--- src/rtl/mem_stage_pkg.sv ---
// Shared constants for the memory stage: writeback select codes, funct3
// access-size codes and the request/response FSM encoding.
package mem_stage_pkg;

    localparam logic [1:0] WBSEL_ALU = 2'd0;
    localparam logic [1:0] WBSEL_MEM = 2'd1;
    localparam logic [1:0] WBSEL_PC  = 2'd2;

    // funct3[1:0] carries the access size, funct3[2] selects zero-extension
    localparam logic [1:0] SIZE_B = 2'b00;
    localparam logic [1:0] SIZE_H = 2'b01;
    localparam logic [1:0] SIZE_W = 2'b10;

    localparam logic [2:0] F3_LB  = 3'b000;
    localparam logic [2:0] F3_LH  = 3'b001;
    localparam logic [2:0] F3_LW  = 3'b010;
    localparam logic [2:0] F3_LBU = 3'b100;
    localparam logic [2:0] F3_LHU = 3'b101;

    typedef enum logic {
        IDLE     = 1'b0,
        WAIT_RSP = 1'b1
    } state_e;

endpackage

--- src/rtl/mem_stage_lsu_align.sv ---
// Byte-lane steering for the data memory: store byte enables and replicated
// write data, load lane extraction with sign/zero extension, misalignment.
module lsu_align
    import mem_stage_pkg::*;
#(
    parameter int WIDTH = 32
) (
    input  logic [1:0]       addr_lo_i,
    input  logic [2:0]       funct3_i,
    input  logic [WIDTH-1:0] st_data_i,
    input  logic [WIDTH-1:0] rdata_i,
    output logic             misalign_o,
    output logic [3:0]       be_o,
    output logic [WIDTH-1:0] wdata_o,
    output logic [WIDTH-1:0] ld_data_o
);

    logic [WIDTH-1:0] rdata_shift;
    logic [7:0]       ld_byte;
    logic [15:0]      ld_half;

    assign rdata_shift = rdata_i >> {addr_lo_i, 3'b000};
    assign ld_byte     = rdata_shift[7:0];
    assign ld_half     = addr_lo_i[1] ? rdata_i[31:16] : rdata_i[15:0];

    always_comb begin
        misalign_o = 1'b0;
        be_o       = 4'hF;
        wdata_o    = st_data_i;
        ld_data_o  = rdata_i;
        case (funct3_i[1:0])
            SIZE_B: begin
                be_o      = 4'b0001 << addr_lo_i;
                wdata_o   = {4{st_data_i[7:0]}};
                ld_data_o = funct3_i[2] ? {24'b0, ld_byte} : {{24{ld_byte[7]}}, ld_byte};
            end
            SIZE_H: begin
                misalign_o = addr_lo_i[0];
                be_o       = 4'b0011 << addr_lo_i;
                wdata_o    = {2{st_data_i[15:0]}};
                ld_data_o  = funct3_i[2] ? {16'b0, ld_half} : {{16{ld_half[15]}}, ld_half};
            end
            default: begin
                misalign_o = |addr_lo_i;
            end
        endcase
    end

endmodule

--- src/rtl/mem_stage.sv ---
// Pipeline memory stage: issues data-memory requests, stalls upstream while a
// load is outstanding, and drives the MEM/WB register.
module mem_stage
    import mem_stage_pkg::*;
#(
    parameter int WIDTH    = 32,
    parameter int ADDR_LEN = 32
) (
    input  logic                clk,
    input  logic                reset,
    input  logic                valid_i,
    input  logic [ADDR_LEN-1:0] pc_i,
    input  logic [WIDTH-1:0]    alu_out_i,
    input  logic [4:0]          rd_addr_i,
    input  logic                rf_w_en_i,
    input  logic [1:0]          wbsel_i,
    input  logic                mem_w_en_i,
    input  logic [WIDTH-1:0]    rs2_data_i,
    input  logic [2:0]          funct3_i,
    output logic                stall_o,
    output logic                misalign_o,
    output logic                dmem_req_valid,
    input  logic                dmem_req_ready,
    output logic [ADDR_LEN-1:0] dmem_addr,
    output logic                dmem_we,
    output logic [3:0]          dmem_be,
    output logic [WIDTH-1:0]    dmem_wdata,
    input  logic                dmem_rsp_valid,
    input  logic [WIDTH-1:0]    dmem_rdata,
    output logic                valid_o,
    output logic [ADDR_LEN-1:0] pc_o,
    output logic [WIDTH-1:0]    alu_out_o,
    output logic [WIDTH-1:0]    mem_rdata_o,
    output logic [4:0]          rd_addr_o,
    output logic                rf_w_en_o,
    output logic [1:0]          wbsel_o
);

    state_e state_q, state_d;

    logic             is_load, is_store, misal;
    logic             capture, rsp_fire, misalign_d;
    logic             rf_w_en_d;
    logic [WIDTH-1:0] ld_data, mem_rdata_d;

    logic                valid_q, rf_w_en_q, misalign_q;
    logic [ADDR_LEN-1:0] pc_q;
    logic [WIDTH-1:0]    alu_out_q, mem_rdata_q;
    logic [4:0]          rd_addr_q;
    logic [1:0]          wbsel_q;

    assign is_load  = (wbsel_i == WBSEL_MEM);
    assign is_store = mem_w_en_i;

    lsu_align #(.WIDTH(WIDTH)) u_align (
        .addr_lo_i  (alu_out_i[1:0]),
        .funct3_i   (funct3_i),
        .st_data_i  (rs2_data_i),
        .rdata_i    (dmem_rdata),
        .misalign_o (misal),
        .be_o       (dmem_be),
        .wdata_o    (dmem_wdata),
        .ld_data_o  (ld_data)
    );

    // Request fields come straight from EX/MEM; upstream holds them while stalled
    assign dmem_addr = {alu_out_i[ADDR_LEN-1:2], 2'b00};
    assign dmem_we   = mem_w_en_i;

    always_comb begin
        state_d        = state_q;
        stall_o        = 1'b0;
        dmem_req_valid = 1'b0;
        capture        = 1'b0;
        rsp_fire       = 1'b0;
        misalign_d     = 1'b0;
        case (state_q)
            IDLE: begin
                if (valid_i) begin
                    if (is_load || is_store) begin
                        if (misal) begin
                            capture    = 1'b1;
                            misalign_d = 1'b1;
                        end else begin
                            dmem_req_valid = 1'b1;
                            if (!dmem_req_ready) begin
                                stall_o = 1'b1;
                            end else if (is_store) begin
                                capture = 1'b1;
                            end else begin
                                stall_o = 1'b1;
                                state_d = WAIT_RSP;
                            end
                        end
                    end else begin
                        capture = 1'b1;
                    end
                end
            end
            WAIT_RSP: begin
                if (dmem_rsp_valid) begin
                    capture  = 1'b1;
                    rsp_fire = 1'b1;
                    state_d  = IDLE;
                end else begin
                    stall_o = 1'b1;
                end
            end
            default: state_d = IDLE;
        endcase
    end

    // A misaligned access retires without writing the register file
    assign rf_w_en_d   = capture & rf_w_en_i & ~misalign_d;
    assign mem_rdata_d = rsp_fire ? ld_data : '0;

    always_ff @(posedge clk or negedge reset) begin
        if (!reset) begin
            state_q     <= IDLE;
            valid_q     <= 1'b0;
            pc_q        <= '0;
            alu_out_q   <= '0;
            mem_rdata_q <= '0;
            rd_addr_q   <= '0;
            rf_w_en_q   <= 1'b0;
            wbsel_q     <= '0;
            misalign_q  <= 1'b0;
        end else begin
            state_q     <= state_d;
            valid_q     <= capture;
            pc_q        <= pc_i;
            alu_out_q   <= alu_out_i;
            mem_rdata_q <= mem_rdata_d;
            rd_addr_q   <= rd_addr_i;
            rf_w_en_q   <= rf_w_en_d;
            wbsel_q     <= wbsel_i;
            misalign_q  <= misalign_d;
        end
    end

    assign valid_o     = valid_q;
    assign pc_o        = pc_q;
    assign alu_out_o   = alu_out_q;
    assign mem_rdata_o = mem_rdata_q;
    assign rd_addr_o   = rd_addr_q;
    assign rf_w_en_o   = rf_w_en_q;
    assign wbsel_o     = wbsel_q;
    assign misalign_o  = misalign_q;

endmodule

--- config.mk ---
export PLATFORM = sky130hd
export DESIGN_NAME = mem_stage
export DESIGN_NICKNAME = d
export VERILOG_FILES = /design/src/rtl/mem_stage_pkg.sv /design/src/rtl/mem_stage_lsu_align.sv /design/src/rtl/mem_stage.sv
export SDC_FILE = /design/constraint.sdc
export NUM_CORES = 1
export LEC_CHECK = 0
export ABC_CLOCK_PERIOD_IN_PS = 2900
export CELL_PAD_IN_SITES_DETAIL_PLACEMENT = 1
export CELL_PAD_IN_SITES_GLOBAL_PLACEMENT = 1
export CORE_MARGIN = 10
export CORE_UTILIZATION = 25
export CTS_CLUSTER_SIZE = 12
export DETAILED_ROUTE_END_ITERATION = 7
export PLACE_DENSITY_LB_ADDON = 0.1
export SETUP_SLACK_MARGIN = 0.2
export SLEW_MARGIN = 25
export SYNTH_ARGS = -nofsm -noshare
export SYNTH_HDL_FRONTEND = slang
export SYNTH_SLANG_ARGS = --single-unit
--- constraint.sdc ---
create_clock -name clk -period 2.9 [get_ports clk]
set_input_delay 0.87 -clock clk [delete_from_list [all_inputs] [get_ports clk]]
set_output_delay 0.87 -clock clk [all_outputs]
set_load 0.03 [all_outputs]
# Yosys cells after proc, flatten, opt, wreduce, memory -nomap -nowiden
# Cells that the tools add are included.
[word_totals]
ff_bits = 107
in_bits = 145
[classes]
n_mux = 36
eq_ne = 2
bitwise_logic = 4
n_reduce_logical = 3
shift = 3
[op_table]
columns = ["op", "n"]
rows = [
  ["32-bit one-hot mux with 2 select lines", 2],
  ["32-bit two-way mux", 3],
  ["32-bit by 5-bit >> shifter with 8-bit output", 1],
  ["1-bit two-way mux", 25],
  ["16-bit two-way mux", 1],
  ["1-bit one-hot mux with 2 select lines", 4],
  ["4-bit one-hot mux with 2 select lines", 1],
  ["2-bit by 1-bit equality test with 1-bit output (second input constant)", 2],
  ["1-bit by 2-bit << shifter with 4-bit output (first input constant)", 1],
  ["2-bit by 2-bit << shifter with 4-bit output (first input constant)", 1],
  ["1-bit AND", 2],
  ["2-bit zero test", 1],
  ["1-bit inverter", 2],
  ["2-bit OR reduction", 1],
  ["1-bit logical OR", 1],
]

# Logic depth before layout (Yosys ltp)
[logic_depth]
depth_word = 8
depth_mapped = 6
depth_no_buf = 4

# Hierarchy
# A second synthesis with hierarchy kept.
[hier_totals]
hier_cells = 382
area_unflattened_um2 = 4494.3
[by_module_without_submodules]
columns = ["module", "instances", "area_each_um2", "cells_per_inst", "seq_area_each_um2"]
rows = [
  ["mem_stage", 1, 3283.1, 195, 2677.6],
  ["lsu_align", 1, 1211.2, 187, 0.0],
]

# Worst setup path before layout
# Ideal clock, no wire load.
[synth_timing]
kind = "in2out"
start = "input funct3_i[0]"
end = "output dmem_be[2]"
t_arrival_ps = 2133
path_slack_ps = -103
n_path_buf = 2
stages = 4
path_cell_list = "buf_4 buf_2 inv_1 o31ai_1"
[synth_between]
elab_chain_cells = 2
[synth_lines]
columns = ["element", "line", "source"]
rows = [
  ["from (decl)", "mem_stage.sv:19", "input logic [2:0] funct3_i,"],
  ["2-bit by 1-bit equality test with 1-bit output / 2-bit zero test (equally long branches)", "mem_stage_lsu_align.sv:31", "case (funct3_i[1:0])"],
  ["4-bit one-hot mux with 2 select lines (*)", "mem_stage_lsu_align.sv:31", ""],
  ["to (decl)", "mem_stage.sv:26", "output logic [3:0] dmem_be,"],
]
# Every way passes the cells marked *; elsewhere a longest branch is shown, timed or not.

# Worst setup path in the final report
[layout_timing]
start = "input funct3_i[1]"
end = "output dmem_wdata[10]"
[layout_between]
elab_chain_cells = 2
[layout_lines]
columns = ["element", "line", "source"]
rows = [
  ["2-bit by 1-bit equality test with 1-bit output / 2-bit zero test (equally long branches)", "mem_stage_lsu_align.sv:31", ""],
  ["32-bit one-hot mux with 2 select lines (*)", "mem_stage_lsu_align.sv:31", ""],
  ["to (decl)", "mem_stage.sv:27", "output logic [WIDTH-1:0] dmem_wdata,"],
]
# Marks and branches as above.

==> flow_summary.json <==
{
  "wirelength_um": 19800,
  "powerDensity_nw_per_um2": 461.6,
  "finalWeightedCongestion": 0.8204,
  "grt_start_max_net_pins": 46,
  "path_buf_inv": 4,
  "initial_core_util": 0.2569,
  "cts_buffer_depth": 2,
  "clk_latency_ns": 0.34,
  "placementRows": 47,
  "via_per_inst": 4.345,
  "cts_tree": "built",
  "finish.utilization": 0.4864,
  "fmax_mhz": 372.9,
  "grt_overflow_total": 0,
  "fin_crit_sh": 0.9248,
  "synth.ff_latch_count": 107,
  "preCtsSetupSlack_ns": -0.5960,
  "worstSetupStartpoint": "funct3_i[1]",
  "cp.required_ns": 2.03,
  "finalNonFillerCells": 884,
  "worstSetupPathType": "in -> out",
  "yosysTopAreaCellShare": 0.6219,
  "die_x_um": 151.2,
  "synth_cells": 335,
  "ys_warn_count": 0,
  "wire_per_inst_um": 22.40,
  "synth_flop_cell": "dfrtp_1",
  "fp.dieH_um": 151.2,
  "grt.total_usage": 0.1647,
  "ys_types": 38,
  "critPathMaxFanout": 4,
  "grt_pass1_vias": 4413,
  "end_kind": "output pin",
  "fillers": 1773,
  "nets": 804,
  "yosys-top-cells-area": "dfrtp_1 62%, buf_4 7.8%, mux2_2 7.8%, nand2_1 2.8%, mux2i_1 2.1%",
  "cts-root-buf": "clkbuf_16",
  "holdBufCountCts": 0,
  "yosys.cell_count.top_type": "dfrtp_1",
  "timing.critical_path.to": "dmem_wdata[10]",
  "regToRegStartpoint": "state_q",
  "r2r-end": "state_q",
  "boundaryPins": 322,
  "ys_seq_area_frac": 0.6219,
  "fin_worst_skew_ns": 0.005154,
  "cpMostUsedCell": "buf_6",
  "critPathMaxStageDelay_ns": 0.29,
  "synthTopCellsByCount": "107 x dfrtp_1, 45 x buf_4, 32 x nand2_1",
  "synth_top_family_by_area": "compound AO/OA/AOI/OAI gates",
  "syn-mean-instance-area_um2": 12.85,
  "ys_async_sr_fraction": 1.000,
  "antennaDiodeCount": 0,
  "maxCapViolations": 0,
  "status": "finished, final reports clean",
  "syn_to_final_growth_pct": 89.33,
  "synth_xor_area_frac": 0,
  "drv_slew": 0,
  "hp-class": "in -> async",
  "finalHoldViolations": 0,
  "drc": 0,
  "fin_crit_ns": 2.682,
  "drive_above_1_share": 0.3072,
  "die_area_um2": 22870,
  "critPathTopFamily": "buffers and inverters",
  "io_buffers": 319,
  "yosys.area_share.simple": 0.07411,
  "crit_slowest_cell": "mux2_4",
  "power.leakage_uw": 0.003594,
  "crit_chain": "buf_8, nor2_4, buf_6, buf_6, mux2_4, buf_6",
  "syn_area_um2": 4305,
  "worst_slew_pin_slew_ns": 0.5244,
  "final_antenna_net_count": 0,
  "rsz0062_at_grt": "true",
  "antenna_found_initial": 3,
  "routed-via-count": 3841,
  "worstPathArrival_ns": 1.81,
  "synthAdderAreaFrac": 0,
  "synth_compound_area_frac": 0.1064,
  "yosysTopAreaCell": "dfrtp_1",
  "reg2reg_slack_ns": 1.45,
  "peakVddDrop_uv": 259.0,
  "total_power_uw": 3763,
  "reg2reg_depth": 5,
  "max_slew_margin": 0.6485,
  "grt_first_pass_wirelength_um": 28360,
  "synth_mux_area_frac": 0.1026,
  "cp.depth": 6,
  "start_kind": "input port",
  "core_area_um2": 16760,
  "fin_tns_setup_ns": 0,
  "cts_buffers": 9,
  "first_iter_violations": 132,
  "synth_edf_count": 0,
  "place_hpwl_um": 16290,
  "cts_htree_levels": 3,
  "dp.cells": 855,
  "worst_slack_ns": 0.2181,
  "clkSinkCount": 107,
  "drt_first_pass_iters": 4,
  "setup_violations": 0,
  "clk_pin_slew_ns": 0.07
}
[repair_timing]
| action | CTS | global route |
|---|---|---|
| cloned | 1 | 2 |
| setup buffers | 7 | 3 |
| setup endpoints to repair | 30 | 20 |
| resized for setup | 96 | 20 |
| pin swaps | 8 | 3 |
[area by class of cell]
| type | instances | area (um^2) | area share |
|---|---|---|---|
| timing repair buffer | 368 | 3572 | 0.4382 |
| sequential | 107 | 2678 | 0.3285 |
| multi-input combinational | 169 | 1326 | 0.1627 |
| tap | 220 | 275.3 | 0.03377 |
| clock buffer | 10 | 229.0 | 0.02809 |
| clock inverter | 6 | 56.30 | 0.006907 |
| inverter | 4 | 15.01 | 0.001842 |
[per-stage QoR]
step | hold WS, ns | area [um^2]
2_1_floorplan | 0.4974 | 4329
3_3_place_gp | 0.5612 | 7607
3_5_place_dp | 0.6010 | 7607
4_1_cts | 0.4967 | 8038
5_1_grt | 0.5088 | 8152
6_report | 0.4851 | 8152
[where the power goes]
part	internal (uW)	switching (uW)
Combinational	490	534
Clock	602	570
Sequential	1550	17.0
Total	2640	1120
[routing by layer]
| layer | vias up | routed length (um) | part of all wire | GRT usage |
|---|---|---|---|---|
| met2 | 208 | 10520 | 0.53 | 0.3068 |
| met1 | 1858 | 6872 | 0.35 | 0.1646 |
| li1 | 1756 | - | - | - |
| met3 | 13 | 2255 | 0.11 | 0.07160 |
| met5 | - | 46 | 0.0023 | 0 |
| met4 | 6 | 114 | 0.0058 | 0.03754 |
[registers in the layout (all words and copies together), names as in the netlist]
register / count
mem_rdata_o: 32
rf_w_en_o: 1
alu_out_o: 32
valid_o: 1
state_q: 1
wbsel_o: 2
pc_o: 32
rd_addr_o: 5
misalign_o: 1
[worst min path at each step]
stage / start / to / slack, ns / cells after the start
after global placement: state_q / state_q / 0.56 / 2
after global routing: reset / wbsel_o[1] / 0.51 / 1
final: reset / wbsel_o[1] / 0.49 / 1
after detailed placement: state_q / state_q / 0.60 / 2
after CTS: reset / wbsel_o[1] / 0.50 / 1
after floorplan: state_q / state_q / 0.50 / 2
[cell families after synthesis]
kind of cell,Yosys count
buffers and inverters,60
AOI/OAI and AO/OA,63
other,1
DFF,107
muxes,40
and+or+nand+nor,64
[cell usage in the layout, fill, tap and decap left out, drive strengths merged, types with 2 or more instances in the layout]
cell type,synthesis,final
a22oi,8,8
o21ai,10,10
dlygate4sd2,0,13
clkbuf,7,14
buf,49,118
mux2i,10,10
clkinv,0,2
nor2b,6,6
or2,2,2
o21bai,2,2
a21oi,27,27
nand2b,3,3
nor2,7,7
o22ai,8,8
conb,1,2
mux2,30,30
dlymetal6s2s,0,2
clkdlybuf4s50,0,229
nand2,32,32
dfrtp,107,107
nor3,11,11
inv,4,7
a211oi,2,2
[worst register-to-register path, delay by kind of cell, from the launching register on]
kind                   cells  cell delay [ns]
AO/OA/AOI/OAI              2             0.44
buffers and inverters      2             0.25
flip-flops                 1             0.46
AND/OR/NAND/NOR            1             0.15
Power figures use the tool's default switching activity.
